**src/rtl/branch_resolve_unit.sv**
```systemverilog
// branch_resolve_unit: flag register, condition evaluation, 2-bit predictor training and mispredict flush/redirect
module branch_resolve_unit #(
  parameter int PC_WIDTH = 16,
  parameter int BHT_IDX_BITS = 4,
  parameter logic [1:0] COUNTER_INIT = 2'b01,
  parameter int FLUSH_CYCLES = 2
) (
  input  logic                clk,
  input  logic                reset,
  input  logic                flags_we,
  input  logic [3:0]          flags_in,
  output logic [3:0]          flags_q,
  input  logic [PC_WIDTH-1:0] pred_pc,
  output logic                pred_taken,
  input  logic                br_valid,
  output logic                br_ready,
  input  logic [3:0]          br_cond,
  input  logic [PC_WIDTH-1:0] br_pc,
  input  logic [PC_WIDTH-1:0] br_target,
  input  logic                br_pred_taken,
  output logic                res_valid,
  output logic                res_taken,
  output logic                res_mispredict,
  output logic [PC_WIDTH-1:0] redirect_pc,
  output logic                flush,
  output logic [15:0]         mispred_count
);
  localparam int NE = 1 << BHT_IDX_BITS;
  localparam int CW = $clog2(FLUSH_CYCLES + 1);
  typedef enum logic {IDLE, FLUSH} state_t;
  state_t state_q, state_d;
  logic [CW-1:0] cnt_q, cnt_d;
  logic [NE-1:0][1:0] bht_q, bht_d;
  logic [3:0] f;
  logic [15:0] ev;
  logic [1:0] ctr;
  logic [BHT_IDX_BITS-1:0] bidx;
  logic lt, taken, accept, mis, unused_pc;
  logic res_valid_d, res_taken_d, res_mispredict_d;
  logic [PC_WIDTH-1:0] redirect_pc_d;
  logic [15:0] mispred_count_d;
  assign unused_pc = ^pred_pc;
  assign f = flags_we ? flags_in : flags_q;
  assign lt = f[3] ^ f[0];
  assign ev = {~f[1] | f[2], f[1] & ~f[2], f[2] | lt, ~f[2] & ~lt, ~lt, lt,
               ~f[3], f[3], ~f[2], f[2], ~f[1], f[1], ~f[0], f[0], 2'b01};
  assign taken = ev[br_cond];
  assign br_ready = ~reset & (state_q == IDLE);
  assign flush = ~reset & (state_q == FLUSH);
  assign accept = br_valid & br_ready;
  assign mis = taken ^ br_pred_taken;
  assign bidx = br_pc[BHT_IDX_BITS-1:0];
  assign ctr = bht_q[bidx];
  assign pred_taken = bht_q[pred_pc[BHT_IDX_BITS-1:0]][1];
  always_comb begin
    bht_d = bht_q;
    if (accept && br_cond > 4'd1)
      bht_d[bidx] = taken ? ctr + 2'(ctr != 2'd3) : ctr - 2'(ctr != 2'd0);
    res_valid_d = accept;
    res_taken_d = accept & taken;
    res_mispredict_d = accept & mis;
    redirect_pc_d = accept ? (taken ? br_target : br_pc + PC_WIDTH'(1)) : redirect_pc;
    mispred_count_d = mispred_count + 16'(res_mispredict_d && mispred_count != 16'hFFFF);
    state_d = (state_q == FLUSH) ? (cnt_q == CW'(1) ? IDLE : FLUSH) : (res_mispredict_d ? FLUSH : IDLE);
    cnt_d = (state_q == FLUSH) ? cnt_q - CW'(1) : CW'(FLUSH_CYCLES);
  end
  always_ff @(posedge clk) begin
    if (reset) begin
      flags_q <= '0;
      bht_q <= {NE{COUNTER_INIT}};
      state_q <= IDLE;
      cnt_q <= '0;
      res_valid <= 1'b0;
      res_taken <= 1'b0;
      res_mispredict <= 1'b0;
      redirect_pc <= '0;
      mispred_count <= '0;
    end else begin
      flags_q <= f;
      bht_q <= bht_d;
      state_q <= state_d;
      cnt_q <= cnt_d;
      res_valid <= res_valid_d;
      res_taken <= res_taken_d;
      res_mispredict <= res_mispredict_d;
      redirect_pc <= redirect_pc_d;
      mispred_count <= mispred_count_d;
    end
  end
endmodule

```
**config.mk**
```make
export PLATFORM = sky130hd
export DESIGN_NAME = branch_resolve_unit
export DESIGN_NICKNAME = d
export VERILOG_FILES = /design/src/rtl/branch_resolve_unit.sv
export SDC_FILE = /design/constraint.sdc
export NUM_CORES = 1
export LEC_CHECK = 0
export CAP_MARGIN = 10
export CORE_AREA = 2 2 131 82
export CTS_CLUSTER_SIZE = 25
export DETAILED_ROUTE_END_ITERATION = 7
export DIE_AREA = 0 0 133 84
export DONT_BUFFER_PORTS = 1
export REMOVE_ABC_BUFFERS = 1
export SYNTH_ARGS = -nofsm -noshare
export SYNTH_HDL_FRONTEND = slang
export SYNTH_SLANG_ARGS = --single-unit
```
**constraint.sdc**
```tcl
create_clock -name clk -period 6.4 [get_ports clk]
set_input_delay 0.64 -clock clk [delete_from_list [all_inputs] [get_ports clk]]
set_output_delay 0.64 -clock clk [all_outputs]
set_load 0.1 [all_outputs]
```
Word level (Yosys, flattened, before mapping). Index checks and enable logic that the tools add are counted.

Equality and inequality tests: 3. Reductions and logical operators: 5. Bitwise gates (word level): 18. Magnitude comparators: 5. Muxes and demuxes: 16. Add/subtract/negate cells: 5.

Operators by type and width (count): $bwmux 32 (1); $add 16x1->16 (1); $add 16x1->16 const B (1); $bmux 2 s4 (2); $mux 16 (1); $ne 16x16->1 const B (1); $lt 4x5->1 const B (3); $mux 2 (5); $demux 2 s4 (1); $and 1x1->1 (7); $not 1->1 (7); $bmux 1 s4 (1); $ge 4x1->1 const B (1); $gt 4x1->1 const B (1); $mux 1 (4); $mux 4 (1); $logic_and 1x1->1 (3); $add 2x1->2 (1); $eq 2x1->1 const B (1); $ne 2x2->1 const B (1); $or 1x1->1 (2); $reduce_bool 2->1 (1); $reduce_or 2->1 (1); $sub 2x1->2 (1); other kinds (2) (3).

Logic and storage cells: 77. Input bits: 61. Output and inout port bits: 42. Register bits after elaboration: 74.

Longest topological paths before layout. Gate-level depths: netlist of the first run.

Depth in word-level cells: 10. Gate-level depth with buffers: 15. Gate-level depth less buffers: 13.

Worst setup path after synthesis of the first run. No wires, ideal clock.

Path type: in2reg. From: input port reset. To: register mispred_count[14]. Data required time: 6330 ps. Arrival: 4240 ps. Setup time: 70 ps. Path slack: 2090 ps. Buffers on the path: 2. Stages: 11. Cells stage by stage: clkbuf_1 -> nor2_1 -> nand2_1 -> clkbuf_1 -> nor3_1 -> ha_1 -> ha_1 -> nand2_1 -> or2_1 -> or3_1 -> a21oi_1.

Longest elaborated chain between the ends: 6.

RTL lines: start: declaration (RTL line 9) `input logic reset,`; $not 1->1 (RTL line 48) `assign br_ready = ~reset & (state_q == IDLE);`; $and 1x1->1 (RTL line 48); via br_ready (RTL line 16) `output logic br_ready,`; $and 1x1->1 (RTL line 50) `assign accept = br_valid & br_ready;`; $and 1x1->1 (RTL line 61) `res_mispredict_d = accept & mis;`; $logic_and 1x1->1 (RTL line 63) `mispred_count_d = mispred_count + 16'(res_mispredict_d && mispred_count != 16'hFFFF);`; $add 16x1->16 (RTL line 63); end signal: assignment (RTL line 87) `mispred_count <= mispred_count_d;`; end: declaration (RTL line 26) `output logic [15:0] mispred_count`.

The timed path passes the listed nets, and every way through them passes these cells. A chain may end at the register's enable or synchronous reset.

Worst setup path in the final report of the first run.
From: register flags_q[1]. To: register mispred_count[12].

Longest elaborated chain between the ends: 9. Elaborated cells between the ends (all ways): 10. Those cells by class: 1 x add/sub; 3 x mux; 5 x bitwise; 1 x reduce/logical.

RTL lines: start: declaration (RTL line 12) `output logic [3:0] flags_q,`; start signal: assignment (RTL line 69) `flags_q <= '0;`; start signal: assignment (RTL line 79) `flags_q <= f;`; $mux 4 (*) (RTL line 43) `assign f = flags_we ? flags_in : flags_q;`; $not 1->1 (RTL line 45, 46); $or 1x1->1 (RTL line 45) `assign ev = {~f[1] | f[2], f[1] & ~f[2], f[2] | lt, ~f[2] & ~lt, ~lt, lt,`; $bmux 1 s4 (*) (RTL line 47) `assign taken = ev[br_cond];`; $mux 1 (implied by the code) (*) (RTL line 47); $xor 1x1->1 (*) (RTL line 51) `assign mis = taken ^ br_pred_taken;`; $and 1x1->1 (*) (RTL line 61); $logic_and 1x1->1 (*) (RTL line 63); $add 16x1->16 (*) (RTL line 63).

Mark *: on every way between the ends. The rest lies on a longest branch, timed or not. The select of a mux whose other input is x is not followed.

==> results.toml, run 1 <==
[min_path]
hp-class = "input pin to flip-flop"

[clock_network]
cts.clk_slew.worst_paths_ps = 60
clockBufferDepth = 2
cts_tree = "built"
cts_resized = 0
cts_setup_buffers = 0
cts.sinks = 74
clockRootBuffer = "clkbuf_16"
clkLatencyLatePin_ps = 330
cts-hold-fix-buffers = 0
numCtsBuffers = 9
htree_levels = 3

[power]
p_sw_uw = 397.1
power_switching_share_pct = 29.09
p_comb_share_pct = 10.1
p_seq_share_pct = 44.0
total_power_mw = 1.365
internal-power_uw = 967.8
power.density_mw_per_mm2 = 284.2
cellLeakagePower_nw = 1.769
ir_drop_mv = 0.1626
clockPowerShare_pct = 45.9

[finish]
nNetsFinal = 527
area_growth_pct = 9.187
final_util_pct = 47.45
antenna_cells = 0
drive_gt1_share_pct = 9.935

[critical_path]
slowest_stage = "dfxtp_1"
cp-end-kind = "flip-flop"
cpPeakStageDelay_ps = 1010
critPathTopFamily = "simple AND/OR/NAND/NOR gates"
crit_required_ps = 6670
crit_chain = "nand2b_1, a32oi_1, o41ai_1, or3_4, and2_1, buf_4, xnor2_2, nor3_1, ha_1, ha_1, nand2_1, or2_1, or3_1, a21oi_1"
path_max_fanout = 22
path_class = "flip-flop to flip-flop"
cp_common_cell = "ha_1"
path_buf_inv = 1
startpoint_type = "flip-flop"
cp_data_arrival_time_ps = 4840

[floorplan]
chipHeight_um = 84
start_util_pct = 43.46
die_x_um = 133
num_rows = 29
num_io_pins = 103
fp.dieArea_sq_mm = 0.01117
core_sq_mm = 0.01012

[yosys]
synth_cell_types = 49
yosys_warnings = 0
yosysSeqAreaShare_pct = 33.67
synth_area_sq_mm = 0.004399
synth_edf_count = 0
synth_common_cells = "dfxtp_1, nor2_1, mux2i_1, nand2_1, nand3b_1"
async_reset_ff_share_pct = 0
ys_seq_elements = 74
yosysTopAreaCell = "dfxtp_1"
synth_most_common_cell = "dfxtp_1"
syn_inst = 476
avgSynthCellArea_sq_um = 9.242
synth-main-ff-cell = "dfxtp_1"
synth.top_cell.area_share_pct = 33.67
yosys-top-cells-area = "dfxtp_1, mux2i_1, mux4_2, nand3b_1, nor2_1"

[routing]
first_pass_iters = 5
drt_iter0_markers = 278
drc = 0
vias_per_cell = 5.992
totalWireLength_mm = 11.07
wl_per_cell_um = 18.39
routed-via-count = 3607
ant_nets = 0

[sta]
final_max_slew_viol_count = 0
rsz0062_at_grt = "no"
fin_crit_sh_pct = 71.45
period_minus_slack_ps = 4573
fin_setup_tns_ps = 0
finClkSkew_ps = 4.806
whs_ps = 373.3
hold_viol = 0
tightestPinTransition_ps = 1114
max_freq_mhz = 218.7
setup_viol = 0
relSlewSlack_pct = 25.60

[grt]
grt_max_degree = 74
overflow = 0
grt_pass1_vias = 3333
antenna_found_initial = 0
grt_pass1_wl_mm = 17.93
track_usage_pct = 20.20

[flow_run]
timing.max_cap.violations = 0

[placed_design]
io_buffers = 0
dp_hpwl_mm = 7.467
gp_congestion = 0.8192

[run_status]
status = "finished, final reports clean"
placed cells by master, fill, tap and decap left out, types with 2 or more instances in the layout:
cell type	instances
buf_4	7
a211o_1	15
and3_1	23
bufinv_16	4
mux2i_1	35
dfxtp_1	74
nor3_1	6
o211ai_1	2
o21ai_1	18
or2_1	2
xor2_1	12
nand4_1	9
and2_1	3
nand2_1	34
nand3b_1	33
nand3_1	14
o311ai_1	15
inv_2	2
clkbuf_16	9
nor2b_1	4
inv_1	11
a311oi_1	15
ha_1	8
nor2_1	41
mux4_2	14
nand2b_1	4
a21oi_1	10
xnor2_1	13
or3_1	4
o41ai_1	2
flip-flops by register name (all words and copies together) (netlist names):
signal          flops
state_q             1
cnt_q               2
flags_q             4
res_taken           1
bht_q              32
redirect_pc        16
res_mispredict      1
mispred_count      16
res_valid           1
cells by family (layout without fill, tap and decap cells):
logic type / count (synthesis) / in the layout / share of synthesized area, %
flip-flops: 74 / 74 / 33.67
AND/OR/NAND/NOR: 183 / 183 / 22.47
buffers and inverters: 49 / 36 / 5.489
multiplexers: 51 / 51 / 16.07
adder cells (fa/ha/maj): 8 / 8 / 2.275
XOR/XNOR: 26 / 26 / 5.347
AO/OA/AOI/OAI: 85 / 85 / 14.68
path summary, 6_finish.rpt:
kind,startpoint,end,slack (ps),cells after the start
worst min-delay path,reset,flags_q[2],370,1
worst min register to register,cnt_q[0],cnt_q[0],420,1
worst max register to register,flags_q[1],mispred_count[12],1830,14
worst max-delay path,flags_q[1],mispred_count[12],1830,14
per-layer routing:
layer	GRT usage, %	part of all wire [%]	vias to the layer above	routed length, um
met4	6.256	1.0	0	115
met3	5.222	7.9	10	875
met1	29.18	49	1717	5387
met5	0	0	-	0
li1	-	-	1735	-
met2	29.35	42	145	4693
power groups by stage:
stage	sequential [mW]	combinational [mW]	clock (mW)
final	0.600	0.138	0.627
after global routing	0.602	0.150	0.656
after CTS	0.600	0.138	0.638
after detailed placement	0.610	0.138	0
after global placement	0.610	0.135	0
after floorplan	0.611	0.106	0
metrics by stage:
stage	instances	area [sq um]	worst slack, ps
detailed placement	586	4436	1843
global route	602	4803	1460
floorplan	440	4207	1670
CTS	602	4803	1855
finish	602	4803	1827
global placement	586	4436	1925
final cells by class:
cell class	count	area, sq um
flip-flops and latches	74	1481
clock buffers	11	242.7
multi-input cells	353	2679
repair buffers	7	52.55
well taps	139	173.9
inverters	13	48.80
fillers	925	5320
clock inverters	5	125.1
Note: power is estimated with default switching activity, not from simulation.
==> run 2, diff against run 1 <==
==> constraint.sdc (replaced) <==
create_clock -name clk -period 3.7 [get_ports clk]
set_input_delay 0.37 -clock clk [delete_from_list [all_inputs] [get_ports clk]]
set_output_delay 0.37 -clock clk [all_outputs]
set_load 0.1 [all_outputs]
==> run 2 against run 1 <==
  * Routed wire length increased by 2.8%
  * Worst setup slack got worse by 1600 ps
  * Sequential share of layout area down 0.66 points
  * Global-route usage is 0.68 points higher
  * Worst hold slack worse by 270 ps
  * Core utilization rose by 1.0 points
  * Critical path depth fell by 1
  * Flip-flop and latch count stayed put
  * Clock-buffer cell count did not move
  * Critical endpoint unchanged
==> results.toml, run 2 (synthesis gave the netlist of run 1 again) <==
[power]
p_comb_share_pct = 11.9
power_switching_share_pct = 30.83
ir_drop_mv = 0.2509
total_power_mw = 2.229
p_sw_uw = 687.1
internal-power_mw = 1.541
power.density_mw_per_mm2 = 454.0
clockPowerShare_pct = 42.3
p_seq_share_pct = 45.7
cellLeakagePower_nw = 1.848

[routing]
drt_iter0_markers = 231
drc = 0
wl_per_cell_um = 18.29
first_pass_iters = 5
totalWireLength_mm = 11.38
vias_per_cell = 5.960
routed-via-count = 3707
ant_nets = 0

[placed_design]
io_buffers = 0
dp.cells = 606
dp_hpwl_mm = 7.840
gp_congestion = 0.8092
dpl_cell_area_sq_mm = 0.004586

[run_status]
status = "finished, final reports clean"

[finish]
final_util_pct = 48.49
reg_top3 = "bht_q (32), mispred_count (16), redirect_pc (16)"
antenna_cells = 0
nNetsFinal = 547
area_growth_pct = 11.58
instances_no_fill = 622
final_common_cell = "dfxtp_1"
fillCellCount = 935
top_register = "bht_q"
layout_common_cells = "dfxtp_1, nor2_1, mux2i_1, nand2_1, nand3b_1"
design_area_sq_mm = 0.004908
largest_reg_flops = 32
drive_gt1_share_pct = 13.87

[floorplan]
chipHeight_um = 84
fp.dieArea_sq_mm = 0.01117
core_sq_mm = 0.01012
start_util_pct = 43.46
num_rows = 29
die_x_um = 133
num_io_pins = 103

[clock_network]
clkLatencyLatePin_ps = 340
htree_levels = 3
cts_tree = "built"
cts_resized = 0
numCtsBuffers = 9
cts.clk_slew.worst_paths_ps = 60
cts-hold-fix-buffers = 0
clockRootBuffer = "clkbuf_16"
cts.sinks = 74
cts_setup_buffers = 0
clockBufferDepth = 2

[sta]
fin_crit_sh_pct = 94.21
setup_viol = 0
tightestPinTransition_ps = 994.7
period_minus_slack_ps = 3486
hold_viol = 0
final_max_slew_viol_count = 0
max_freq_mhz = 286.9
rsz0062_at_grt = "no"
finClkSkew_ps = 7.841
fin_setup_tns_ps = 0
relSlewSlack_pct = 33.60

[critical_path]
worstRegToRegCells = 13
crit_required_ps = 3970
path_class = "flip-flop to flip-flop"
critical_path.endpoint = "mispred_count[12]"
crit_start = "flags_q[0]"
r2r_slack_ps = 210
r2r-start = "flags_q[0]"
cp_data_arrival_time_ps = 3750
cp-end-kind = "flip-flop"
path_max_fanout = 6
reg2reg_to = "mispred_count[12]"
startpoint_type = "flip-flop"

[grt]
grt_pass1_wl_mm = 18.60
grt_pass1_vias = 3545
grt_max_degree = 74
track_usage_pct = 20.88
overflow = 0
antenna_found_initial = 0

[flow_run]
timing.max_cap.violations = 0

[min_path]
hp-class = "input pin to flip-flop"
[run 2: changes by cell type in the layout (fill, tap and decap cells not counted)]
cell,before,now
bufinv_16,4,2
ha_1,8,7
buf_4,7,27
ha_2,0,1
clkinv_2,1,2
clkinvlp_4,0,1
[run 2: worst min path at each step]
stage | slack [ps] | cells after the start | startpoint | endpoint
floorplan | 400 | 1 | cnt_q[0] | cnt_q[0]
global placement | 410 | 1 | cnt_q[0] | cnt_q[0]
detailed placement | 420 | 1 | cnt_q[0] | cnt_q[0]
CTS | 90 | 1 | reset | mispred_count[1]
global route | 90 | 1 | reset | mispred_count[1]
finish | 100 | 1 | reset | mispred_count[6]
[run 2: stage by stage]
step           hold WS, ps  setup slack, ps
2_1_floorplan        399.2            -1030
3_3_place_gp         408.9            223.0
3_5_place_dp         417.5            169.0
4_1_cts              93.78            193.9
5_1_grt              91.87            16.06
6_report             103.9            214.2
[run 2: power groups by stage]
stage                     registers, mW  logic (mW)  clock network [mW]
after CTS                          1.02       0.266               0.965
after global routing               1.02       0.288               0.994
after global placement             1.03       0.260                   0
after floorplan                    1.06       0.183                   0
final                              1.02       0.266               0.944
after detailed placement           1.04       0.265                   0
[run 2: final cells by class]
type | count | area, sq um | area share [%]
clock buffer | 11 | 242.7 | 4.945
clock inverter | 5 | 77.57 | 1.580
inverter | 13 | 48.80 | 0.9941
multi-input combinational | 353 | 2681 | 54.63
sequential | 74 | 1481 | 30.18
tap | 139 | 173.9 | 3.543
timing repair buffer | 27 | 202.7 | 4.129
[run 2: per-layer routing]
metal	share of wire [%]	GRT usage, %	vias to the layer above
li1	-	-	1771
met3	8.1	5.768	19
met1	46	28.69	1773
met5	0	0	-
met4	1.6	7.722	0
met2	44	31.32	144
[run 2: worst max-delay path, stage by stage (launching register included)]
cell and delay, ps:
dfxtp_1 420, or4b_1 480, o311ai_2 110, o41ai_1 170
or3_4 340, and2_1 180, xnor2_2 160, nor3_1 180
ha_1 280, ha_2 280, nand2_1 60, or2_1 300
or3_1 330, a21oi_1 140
==> run 3, diff against run 2 <==
--- a/config.mk
+++ b/config.mk
@@ -6,11 +6,14 @@
 export NUM_CORES = 1
 export LEC_CHECK = 0
 export CAP_MARGIN = 10
-export CORE_AREA = 2 2 131 82
+export CELL_PAD_IN_SITES_DETAIL_PLACEMENT = 1
+export CELL_PAD_IN_SITES_GLOBAL_PLACEMENT = 1
+export CORE_AREA = 2 2 134 84
 export CTS_CLUSTER_SIZE = 25
 export DETAILED_ROUTE_END_ITERATION = 7
-export DIE_AREA = 0 0 133 84
+export DIE_AREA = 0 0 136 86
 export DONT_BUFFER_PORTS = 1
+export PLACE_DENSITY_LB_ADDON = 0.1
 export REMOVE_ABC_BUFFERS = 1
 export SYNTH_ARGS = -nofsm -noshare
 export SYNTH_HDL_FRONTEND = slang
==> run 3 against run 2 <==
  * Worst hold slack better by 4.2 ps
  * Fmax increased by 2.4%
  * Clock-buffer cell count rose by 2
  * Routed wire length is 10% higher
  * Sequential share of layout area grew 0.34 points
  * Critical path type unchanged
==> results.toml, run 3 (synthesis gave the netlist of run 1 again) <==
[sta]
rsz0062_at_grt = "no"
fin_ws_ps = 296.8
setup_viol = 0
final_max_slew_viol_count = 0
fin_crit_sh_pct = 91.98
period_minus_slack_ps = 3403
finClkSkew_ps = 5.103
hold_viol = 0
relSlewSlack_pct = 32.15
tightestPinTransition_ps = 1016
max_freq_mhz = 293.8

[routing]
vias_per_cell = 6.035
first_pass_iters = 5
routed-via-count = 3742
wl_per_cell_um = 20.21
drt_iter0_markers = 222
ant_nets = 0
totalWireLength_mm = 12.53
drc = 0

[finish]
final_common_cell = "dfxtp_1"
largest_reg_flops = 32
antenna_cells = 0
drive_gt1_share_pct = 13.10
design_area_sq_mm = 0.004853
reg_top3 = "bht_q (32), mispred_count (16), redirect_pc (16)"
layout_common_cells = "dfxtp_1, nor2_1, mux2i_1, nand2_1, nand3b_1"
fillCellCount = 1209
nNetsFinal = 548
top_register = "bht_q"
area_growth_pct = 10.32

[clock_network]
clockBufferDepth = 2
cts-hold-fix-buffers = 0
cts.clk_slew.worst_paths_ps = 50
cts_resized = 0
cts.sinks = 74
cts_tree = "built"
numCtsBuffers = 9
clockRootBuffer = "clkbuf_16"
htree_levels = 3
clkLatencyLatePin_ps = 340
cts_setup_buffers = 0

[critical_path]
path_max_fanout = 6
crit_start = "flags_q[0]"
startpoint_type = "flip-flop"
r2r-start = "flags_q[0]"
cp_data_arrival_time_ps = 3670
cp-end-kind = "flip-flop"
worstRegToRegCells = 13
crit_required_ps = 3970
path_class = "flip-flop to flip-flop"

[power]
p_sw_uw = 675.0
total_power_mw = 2.090
clockPowerShare_pct = 38.3
internal-power_mw = 1.415
power_switching_share_pct = 32.30
p_comb_share_pct = 12.8
power.density_mw_per_mm2 = 430.6
ir_drop_mv = 0.2307
p_seq_share_pct = 48.8
cellLeakagePower_nw = 1.829

[floorplan]
die_x_um = 136
start_util_pct = 42.39
fp.dieArea_sq_mm = 0.01170
core_sq_mm = 0.01038
num_io_pins = 103
num_rows = 29
chipHeight_um = 86

[flow_run]
timing.max_cap.violations = 0

[min_path]
holdPathStages = 1
hp-start = "reset"
hp-class = "input pin to flip-flop"

[run_status]
status = "finished, final reports clean"

[grt]
antenna_found_initial = 0
grt_pass1_wl_mm = 20.58
overflow = 0
grt_max_degree = 74
track_usage_pct = 22.65
grt_pass1_vias = 3798

[placed_design]
place_ws_ps = 270.2
dp_hpwl_mm = 8.728
dpl_cell_area_sq_mm = 0.004593
io_buffers = 0
gp_congestion = 0.7917
run 3: cell type report:
cell class / instances / area, sq um / area share [%]
Multi-Input combinational cell: 353 / 2679 / 55.19
Sequential cell: 74 / 1481 / 30.52
Clock buffer: 13 / 260.3 / 5.362
Timing Repair Buffer: 28 / 210.2 / 4.331
Tap cell: 139 / 173.9 / 3.583
Inverter: 13 / 48.80 / 1.005
run 3: power groups by stage:
| stage | Sequential [mW] | Combinational [mW] | Clock [mW] |
|---|---|---|---|
| floorplan | 1.06 | 0.183 | 0 |
| global placement | 1.04 | 0.263 | 0 |
| detailed placement | 1.04 | 0.270 | 0 |
| CTS | 1.02 | 0.270 | 0.814 |
| global route | 1.02 | 0.294 | 0.857 |
| finish | 1.02 | 0.268 | 0.801 |
run 3: critical path: stages, from the launching register on:
cell and delay, ps:
dfxtp_1 420, or4b_1 470, o311ai_2 110, o41ai_1 170
or3_4 350, and2_1 200, xnor2_2 160, nor3_1 180
ha_1 280, ha_1 200, nand2_1 50, or2_1 280
or3_1 330, a21oi_1 140
run 3: worst paths after layout:
check,to,slack [ps]
worst max register to register,mispred_count[14],300
worst min register to register,cnt_q[0],430
worst max-delay path,mispred_count[14],300
worst min-delay path,mispred_count[7],110
run 3: routing by layer:
layer	up-vias	track usage [%]	part of all wire (%)
li1	1772	-	-
met1	1856	30.63	47
met2	98	35.04	45
met3	16	7.151	7.0
met4	0	6.061	1.3
met5	-	0	0
run 3: per-stage QoR:
stage	setup TNS (ps)	util, %	hold slack [ps]	std cells
6_report	0	46.77	108.1	620
5_1_grt	0	46.77	94.80	620
3_3_place_gp	0	44.26	408.8	607
3_5_place_dp	0	44.26	416.9	607
4_1_cts	0	46.77	95.03	620
2_1_floorplan	-33150	-	399.2	440
